`src/rtl/ibex_qed_wb_buffer_if.sv`:
```
// Writeback-buffer bus: producer offer/ready, LSU load response, register-file write port and status.
// Signals only, no storage, so it adds no latency.
// Backpressure is carried by in_ready_o; the rf write port and LSU response have no backpressure.
interface ibex_qed_wb_buffer_if;
  logic        in_valid_i;
  logic        in_ready_o;
  logic [4:0]  in_waddr_i;
  logic [31:0] in_wdata_i;
  logic        in_is_load_i;
  logic        in_qed_i;
  logic        lsu_rvalid_i;
  logic [31:0] lsu_rdata_i;
  logic        lsu_err_i;
  logic        rf_we_o;
  logic [4:0]  rf_waddr_o;
  logic [31:0] rf_wdata_o;
  logic        rf_qed_vld_o;
  logic        busy_o;
  logic        load_pend_o;

  // Producer / environment side.
  modport master (
    output in_valid_i, in_waddr_i, in_wdata_i, in_is_load_i, in_qed_i,
    output lsu_rvalid_i, lsu_rdata_i, lsu_err_i,
    input  in_ready_o, rf_we_o, rf_waddr_o, rf_wdata_o, rf_qed_vld_o,
    input  busy_o, load_pend_o
  );

  // Buffer side.
  modport slave (
    input  in_valid_i, in_waddr_i, in_wdata_i, in_is_load_i, in_qed_i,
    input  lsu_rvalid_i, lsu_rdata_i, lsu_err_i,
    output in_ready_o, rf_we_o, rf_waddr_o, rf_wdata_o, rf_qed_vld_o,
    output busy_o, load_pend_o
  );
endinterface

```
`src/rtl/ibex_qed_wb_buffer.sv`:
```
// In-order 2-entry QED writeback buffer; loads wait in place for their LSU response.
// Latency: a filled head retires combinationally, one cycle after accept or after the load fill.
// Backpressure: in_ready_o = (count < 2), from state only. Optional macro QED_WB_LOAD_BYPASS_EN
// retires a head load in the same cycle as lsu_rvalid_i.
module ibex_qed_wb_buffer (
  input logic                 clk_i,
  input logic                 rst_i,
  ibex_qed_wb_buffer_if.slave bus
);

  logic        r_vld     [2];
  logic [4:0]  r_waddr   [2];
  logic [31:0] r_data    [2];
  logic        r_qed     [2];
  logic        r_is_load [2];
  logic        r_filled  [2];
  logic        r_err     [2];
  logic        r_wptr;
  logic        r_rptr;
  logic [1:0]  r_count;

  logic [1:0]  w_pend;
  logic        w_accept;
  logic        w_bypass;
  logic        w_retire;
  logic        w_ret_err;
  logic [31:0] w_ret_data;
  logic        w_drop;
  logic        w_fill_vld;
  logic        w_fill_idx;

  // A slot is waiting for load data when it is held, is a load, and has not been filled.
  assign w_pend[0] = r_vld[0] & r_is_load[0] & ~r_filled[0];
  assign w_pend[1] = r_vld[1] & r_is_load[1] & ~r_filled[1];

  assign w_accept = bus.in_valid_i & bus.in_ready_o;

`ifdef QED_WB_LOAD_BYPASS_EN
  // The head load takes its data straight from the LSU response.
  assign w_bypass = bus.lsu_rvalid_i & w_pend[r_rptr];
`else
  assign w_bypass = 1'b0;
`endif

  assign w_retire   = (r_vld[r_rptr] & r_filled[r_rptr]) | w_bypass;
  assign w_ret_err  = w_bypass ? bus.lsu_err_i   : r_err[r_rptr];
  assign w_ret_data = w_bypass ? bus.lsu_rdata_i : r_data[r_rptr];
  // x0 writes and faulted loads leave the buffer without touching the register file.
  assign w_drop     = (r_waddr[r_rptr] == 5'd0) | w_ret_err;

  // The response belongs to the oldest pending load; the head is older than the other slot.
  // A bypassed response is consumed by the retire, so it never also fills a slot.
  assign w_fill_idx = w_pend[r_rptr] ? r_rptr : ~r_rptr;
  assign w_fill_vld = bus.lsu_rvalid_i & (|w_pend) & ~w_bypass;

  assign bus.in_ready_o  = (r_count != 2'd2);
  assign bus.busy_o      = (r_count != 2'd0);
  assign bus.load_pend_o = |w_pend;

  // Register-file port is driven from the head only on retire and held at zero otherwise.
  always_comb begin
    bus.rf_we_o      = 1'b0;
    bus.rf_waddr_o   = 5'd0;
    bus.rf_wdata_o   = 32'd0;
    bus.rf_qed_vld_o = 1'b0;
    if (w_retire) begin
      bus.rf_we_o      = ~w_drop;
      bus.rf_waddr_o   = r_waddr[r_rptr];
      bus.rf_wdata_o   = w_ret_data;
      bus.rf_qed_vld_o = r_qed[r_rptr] & ~w_drop;
    end
  end

  // Slot storage, pointers and occupancy: accept at the tail, fill loads, pop the head.
  always_ff @(posedge clk_i) begin
    if (rst_i) begin
      for (int i = 0; i < 2; i++) begin
        r_vld[i]    <= 1'b0;
        r_filled[i] <= 1'b0;
        r_err[i]    <= 1'b0;
      end
      r_wptr  <= 1'b0;
      r_rptr  <= 1'b0;
      r_count <= 2'd0;
    end else begin
      if (w_retire) begin
        r_vld[r_rptr] <= 1'b0;
        r_rptr        <= ~r_rptr;
      end
      if (w_fill_vld) begin
        r_data[w_fill_idx]   <= bus.lsu_rdata_i;
        r_err[w_fill_idx]    <= bus.lsu_err_i;
        r_filled[w_fill_idx] <= 1'b1;
      end
      // The tail slot is always empty when accepting, so it never collides with fill or pop.
      if (w_accept) begin
        r_vld[r_wptr]     <= 1'b1;
        r_waddr[r_wptr]   <= bus.in_waddr_i;
        r_data[r_wptr]    <= bus.in_wdata_i;
        r_qed[r_wptr]     <= bus.in_qed_i;
        r_is_load[r_wptr] <= bus.in_is_load_i;
        r_filled[r_wptr]  <= ~bus.in_is_load_i;
        r_err[r_wptr]     <= 1'b0;
        r_wptr            <= ~r_wptr;
      end
      r_count <= r_count + {1'b0, w_accept} - {1'b0, w_retire};
    end
  end

endmodule
```
`src/flat_wrapper.sv`:
```
// flat-port wrapper written by rule: the top's interface ports become plain ports
module ibex_qed_wb_buffer_flat 
  (clk_i, rst_i, bus_in_valid_i, bus_in_waddr_i, bus_in_wdata_i, bus_in_is_load_i, bus_in_qed_i, bus_lsu_rvalid_i, bus_lsu_rdata_i, bus_lsu_err_i, bus_in_ready_o, bus_rf_we_o, bus_rf_waddr_o, bus_rf_wdata_o, bus_rf_qed_vld_o, bus_busy_o, bus_load_pend_o);
  ibex_qed_wb_buffer_if bus_i ();
  input logic clk_i;
  input logic rst_i;
  input wire logic [$bits(bus_i.in_valid_i)-1:0] bus_in_valid_i;
  input wire logic [$bits(bus_i.in_waddr_i)-1:0] bus_in_waddr_i;
  input wire logic [$bits(bus_i.in_wdata_i)-1:0] bus_in_wdata_i;
  input wire logic [$bits(bus_i.in_is_load_i)-1:0] bus_in_is_load_i;
  input wire logic [$bits(bus_i.in_qed_i)-1:0] bus_in_qed_i;
  input wire logic [$bits(bus_i.lsu_rvalid_i)-1:0] bus_lsu_rvalid_i;
  input wire logic [$bits(bus_i.lsu_rdata_i)-1:0] bus_lsu_rdata_i;
  input wire logic [$bits(bus_i.lsu_err_i)-1:0] bus_lsu_err_i;
  output wire logic [$bits(bus_i.in_ready_o)-1:0] bus_in_ready_o;
  output wire logic [$bits(bus_i.rf_we_o)-1:0] bus_rf_we_o;
  output wire logic [$bits(bus_i.rf_waddr_o)-1:0] bus_rf_waddr_o;
  output wire logic [$bits(bus_i.rf_wdata_o)-1:0] bus_rf_wdata_o;
  output wire logic [$bits(bus_i.rf_qed_vld_o)-1:0] bus_rf_qed_vld_o;
  output wire logic [$bits(bus_i.busy_o)-1:0] bus_busy_o;
  output wire logic [$bits(bus_i.load_pend_o)-1:0] bus_load_pend_o;
  assign bus_i.in_valid_i = bus_in_valid_i;
  assign bus_i.in_waddr_i = bus_in_waddr_i;
  assign bus_i.in_wdata_i = bus_in_wdata_i;
  assign bus_i.in_is_load_i = bus_in_is_load_i;
  assign bus_i.in_qed_i = bus_in_qed_i;
  assign bus_i.lsu_rvalid_i = bus_lsu_rvalid_i;
  assign bus_i.lsu_rdata_i = bus_lsu_rdata_i;
  assign bus_i.lsu_err_i = bus_lsu_err_i;
  assign bus_in_ready_o = bus_i.in_ready_o;
  assign bus_rf_we_o = bus_i.rf_we_o;
  assign bus_rf_waddr_o = bus_i.rf_waddr_o;
  assign bus_rf_wdata_o = bus_i.rf_wdata_o;
  assign bus_rf_qed_vld_o = bus_i.rf_qed_vld_o;
  assign bus_busy_o = bus_i.busy_o;
  assign bus_load_pend_o = bus_i.load_pend_o;
  ibex_qed_wb_buffer u_core (.clk_i(clk_i), .rst_i(rst_i), .bus(bus_i));
endmodule
```
`config.mk`:
```
export PLATFORM = sky130hd
export DESIGN_NAME = ibex_qed_wb_buffer_flat
export DESIGN_NICKNAME = d
export VERILOG_FILES = /design/src/rtl/ibex_qed_wb_buffer_if.sv /design/src/rtl/ibex_qed_wb_buffer.sv /design/src/flat_wrapper.sv
export SDC_FILE = /design/constraint.sdc
export NUM_CORES = 1
export LEC_CHECK = 0
export CAP_MARGIN = 10
export CORE_ASPECT_RATIO = 2
export CORE_MARGIN = 1
export CORE_UTILIZATION = 40
export DETAILED_ROUTE_END_ITERATION = 8
export PLACE_DENSITY = 0.68
export SLEW_MARGIN = 0
export SYNTH_ARGS = -nofsm -noshare
export SYNTH_HDL_FRONTEND = slang
export SYNTH_SLANG_ARGS = --single-unit
```
`constraint.sdc`:
```
create_clock -name clk_i -period 2.55 [get_ports clk_i]
set_input_delay 0.255 -clock clk_i [delete_from_list [all_inputs] [get_ports clk_i]]
set_output_delay 0.255 -clock clk_i [all_outputs]
set_load 0.01 [all_outputs]
```
Word level (Yosys, flattened, before mapping)
Memory sizes are Yosys's and may differ from the RTL's. A register that Yosys moved wholly into a read port is not among the register bits.
Cells that the tools add are included.
{"block": "classes", "bitwise_logic": 15, "n_reduce_logical": 9, "n_eq_ne": 1, "magnitude_cmp": 1, "add_sub_neg": 2, "muxes": 48}
{"op": "1-bit 2-to-1 mux", "n": 46}
{"op": "32-bit 2-to-1 mux", "n": 1}
{"op": "1-bit AND", "n": 8}
{"op": "1-bit NOT", "n": 6}
{"op": "1-bit OR reduction", "n": 6}
{"op": "5-bit logical NOT", "n": 1}
{"op": "5-bit 2-to-1 mux", "n": 1}
{"op": "2-bit by 1-bit adder with 2-bit output", "n": 1}
{"op": "1-bit by 2-bit < comparator with 1-bit output (second input constant)", "n": 1}
{"op": "2-bit != test (second input constant)", "n": 1}
{"op": "2-bit nonzero test", "n": 1}
{"op": "2-bit OR reduction", "n": 1}
{"op": "2-bit by 1-bit subtractor with 2-bit output", "n": 1}
{"op": "1-bit bitwise OR", "n": 1}
{"block": "word_totals", "output_inout_bits": 42, "input_bits": 76, "memories": 7, "ram_bits": 84, "ff_bits": 4, "elab_cells": 86}
{"name": "u_core.r_data", "words": 2, "word_bits": 32, "rd": 1, "rd_clocked_by_memory_dff": 1, "write_ports": 2, "line": "ibex_qed_wb_buffer.sv:13", "text": "logic [31:0] r_data [2];"}
{"name": "u_core.r_waddr", "words": 2, "word_bits": 5, "rd": 1, "rd_clocked_by_memory_dff": 1, "write_ports": 1, "line": "ibex_qed_wb_buffer.sv:12", "text": "logic [4:0] r_waddr [2];"}
{"name": "u_core.r_err", "words": 2, "word_bits": 1, "rd": 1, "rd_clocked_by_memory_dff": 1, "write_ports": 2, "line": "ibex_qed_wb_buffer.sv:17", "text": "logic r_err [2];"}
{"name": "u_core.r_filled", "words": 2, "word_bits": 1, "rd": 3, "rd_clocked_by_memory_dff": 1, "write_ports": 2, "line": "ibex_qed_wb_buffer.sv:16", "text": "logic r_filled [2];"}
{"name": "u_core.r_is_load", "words": 2, "word_bits": 1, "rd": 2, "rd_clocked_by_memory_dff": 0, "write_ports": 1, "line": "ibex_qed_wb_buffer.sv:15", "text": "logic r_is_load [2];"}
{"name": "u_core.r_qed", "words": 2, "word_bits": 1, "rd": 1, "rd_clocked_by_memory_dff": 1, "write_ports": 1, "line": "ibex_qed_wb_buffer.sv:14", "text": "logic r_qed [2];"}
{"name": "1 more memories"}

Depth between registers and ports, before layout
Gate-level depths: netlist of the first run.
An unclocked memory read counts as a cell.
{"block": "logic_depth", "word_depth": 10, "mapped_depth": 11, "depth_no_buf": 8}

Worst setup path before layout of the first run
OpenSTA, ideal clock, no wires.
{"block": "synth_path", "path_type": "register to register", "from": "reg u_core.r_count[0]", "to": "mem u_core.r_data[0][0] (enable)", "path_slack_ns": 0.477, "arrival_ns": 1.696, "n_path_buf": 1, "path_stages_with_launch": 5, "period_less_slack_ns": 2.073, "setup_time_ns": 0.377, "required_time_ns": 2.173, "path_cell_list": "dfxtp_1 > and2b_4 > nor4_4 > buf_6 > a31o_2"}
{"element": "from (decl)", "line": "ibex_qed_wb_buffer.sv:20", "text": "logic [1:0] r_count;"}
{"element": "from (signal assigned)", "line": "ibex_qed_wb_buffer.sv:106", "text": "r_count <= r_count + {1'b0, w_accept} - {1'b0, w_retire};"}
{"element": "to (decl)", "line": "ibex_qed_wb_buffer.sv:13"}

==> key figures, run 1 <==
Clock tree
  – Clock Tree Root: clkbuf_16
  – TritonCTS clock tree: yes
  – CTS HTree Levels: 3
  – Num CTS Buffers: 9
  – CTS clock-pin slew for the worst setup and hold paths: 0.06 ns
  – Insertion delay to the later sink of the worst-skew pair: 0.33 ns
  – Clk buf depth: 2
  – Clock sink count: 89

Synth
  – Syn Nets: 385
  – Yosys reg bits: 89
  – Sequential share of the synthesized area: 59.12%
  – EDFF count, synth: 78
  – Synth warnings: 0
  – Synth Cell Area: 4334 sq um
  – Mapped Cells: 307
  – Netlist cell types: 41
  – Synthesized area per cell: 14.12 sq um
  – Most used DFF post-synth: edfxtp_1
  – Async SR Flop Fraction: 0%

Routing
  – Initial DRC Count: 143
  – DR vias/cell: 5.089
  – WL/cell: 17.23 um
  – ANT nets after route: 0
  – Total wire length: 9.822 mm
  – Via count: 2901
  – First-pass DRT Iterations: 4
  – Remaining DRCs: 0

Global routing
  – Number of global-route vias before repair: 3030
  – GR Util All Layers: 18.42%
  – Antenna violations before repair: 0
  – First-pass GRT wire length: 14.97 mm
  – Remaining Overflow, GRT: 0
  – Largest net degree at the start of global routing: 44

Timing
  – Slew Limit Fails: 0
  – RSZ-0062 raised after global routing: false
  – Max Fclk: 407.2 MHz
  – Final setup TNS: 0 ns
  – Slew HR: 73.33%
  – Final Hold Slack: 0.5077 ns
  – Tcrit/Tclk final: 96.31%
  – Setup violators final: 0
  – Period minus WS final: 2.456 ns
  – Slew @ Worst Pin: 0.3993 ns
  – Clock Skew: 0.004621 ns
  – Final hold violations: 0

Status
  – Outcome: completed

Floorplan
  – Initial Util: 41.11%
  – Die height: 149.2 um
  – # rows: 53
  – Top-level I/O count: 118
  – CORE AREA: 10540 sq um
  – Die Width: 75.61 um
  – Die Footprint: 11280 sq um

Placement
  – Post-DP HPWL: 6.893 mm
  – Global placement routability congestion: 0.8195
  – Port Buffers: 117

Critical path
  – Critical path's largest stage delay: 0.69 ns
  – Worst-case reg-to-reg path depth: 9
  – R2R Path End: u_core.r_count[1]
  – Critical Path RT: 2.30 ns
  – CP Max Fanout: 2
  – WS Path Type: flip-flop to output port
  – CP cell instances: or4b_2, o31ai_2, nor3_1, clkdlybuf4s50_1
  – Crit path launch: u_core.r_waddr[1][3]
  – CP endpoint: bus_rf_we_o
  – Reg2reg setup slack: 0.60 ns
  – Worst Setup Start Kind: flip-flop
  – CP Capture Type: output port
  – CP max stage cell: or4b_2
  – Critical Path AT: 2.20 ns

Cells and area
  – Commonest non-fill, non-tap cell in the layout: clkdlybuf4s50_1
  – Antenna diodes: 0
  – Layout cells sized above 1: 21.94%
  – Final nets: 506
  – Layout area overhead: 38.68%
  – Most frequent cells in the layout: clkdlybuf4s50_1, edfxtp_1, mux2_2

Hold path
  – Worst Hold Class: primary input to flip-flop
  – Hold wc startpoint: bus_in_qed_i

Power and ir drop
  – Leak: 2.026 nW
  – Worst vdd ir: 0.0003756 V
  – P per Cell Area: 671.3 nW/um^2
  – Overall power: 4.035 mW

Flow run
  – Max-cap viol count: 0
[critical path: cells and delay by family (launching register included)]
| family | cells | cell delay, ns |
|---|---|---|
| simple gates | 2 | 0.76 |
| buf+inv | 1 | 0.48 |
| flops | 1 | 0.38 |
| compound gates | 1 | 0.26 |
[cell type report]
type / instances / area [sq um]
clock buffer: 9 / 225.2
clock inverter: 7 / 85.08
fill: 894 / 4533
inverter: 10 / 37.54
multi-input combinational: 191 / 1629
sequential: 89 / 2564
tap: 137 / 171.4
timing repair buffer: 127 / 1299
[synth_stat cells, types with 2 or more instances]
library cell	count	area share, %
buf_4	3	0.52
edfxtp_1	78	54
nor2b_1	2	0.29
nand2_1	3	0.26
nor3b_1	2	0.35
nor3_1	2	0.23
mux2i_1	41	9.5
a311o_1	2	0.46
mux2_1	2	0.52
a21oi_1	5	0.58
nor2_1	39	3.4
nand4_1	3	0.43
dfxtp_1	11	5.1
ha_1	2	0.58
o21ai_0	2	0.23
nand3_1	3	0.35
or2_2	2	0.29
clkbuf_1	5	0.43
buf_6	4	1.0
buf_2	4	0.46
a32oi_1	2	0.40
inv_1	9	0.78
and3b_1	2	0.40
mux2_2	62	16
[stage by stage]
step / cells / instance area (sq um) / setup WS (ns) / util [%]
after floorplan: 307 / 4334 / 0.4772 / -
after global placement: 554 / 5693 / 0.3446 / 53.99
after detailed placement: 554 / 5693 / 0.2666 / 53.99
after CTS: 570 / 6008 / 0.06277 / 56.98
after global routing: 570 / 6011 / 0.01970 / 57.01
final: 570 / 6011 / 0.09400 / 57.01
[state kept, by name (all words and copies together) (netlist names), named ones only]
register and count:
u_core.r_wptr 1, u_core.r_err 2, u_core.r_is_load 2, u_core.r_filled 2, u_core.r_count 2, u_core.r_data 64, u_core.r_waddr 10, u_core.r_qed 2
u_core.r_vld 2, u_core.r_rptr 1
[timing repair]
action / CTS / global route
buffers inserted: 0 / 0
pin swaps: 0 / 0
endpoints found under the setup margin: 1 / 1
hold buffers: 0 / 0
gates resized for setup: 1 / 1
[worst min-delay path by stage]
stage,to,slack (ns),cells past startpoint
4_1_cts,u_core.r_qed[0],0.49,1
3_5_place_dp,u_core.r_vld[0],0.51,2
2_1_floorplan,u_core.r_filled[1],0.35,1
5_1_grt,u_core.r_qed[0],0.50,1
3_3_place_gp,u_core.r_vld[0],0.50,2
6_report,u_core.r_qed[0],0.51,1
[kinds of logic after synthesis]
kind of cell	share of synthesized area [%]
XOR/XNOR	0.4042
AO/OA/AOI/OAI	2.223
flip-flops	59.12
AND/OR/NAND/NOR	8.170
multiplexers	26.10
adder cells (fa/ha/maj)	0.5773
buffers and inverters	3.406
[report_power, final]
part           internal, mW  switching (mW)  leakage [nW]  total, mW
clock network         0.847           0.518         0.150       1.36
logic                 0.469           0.384          1.07      0.854
registers              1.76          0.0559         0.807       1.82
[routing by layer]
metal,track usage [%],part of all wire (%),routed length (um),vias to the layer above
li1,-,-,-,1387
met1,18.45,36,3501,1397
met2,34.02,57,5633,90
met3,2.973,3.3,328,27
met4,10.56,3.7,359,0
met5,0,0,0,-
(Power assumes the default switching activity.)
==> inputs of run 2 (changes only) <==
--- a/config.mk
+++ b/config.mk
@@ -9,6 +9,7 @@
 export CORE_ASPECT_RATIO = 2
 export CORE_MARGIN = 1
 export CORE_UTILIZATION = 40
+export CTS_BUF_LIST = sky130_fd_sc_hd__clkbuf_16
 export DETAILED_ROUTE_END_ITERATION = 8
 export PLACE_DENSITY = 0.68
 export SLEW_MARGIN = 0
==> results of run 2 <==
The final DEF is identical to that of run 1; final timing and power are the same.
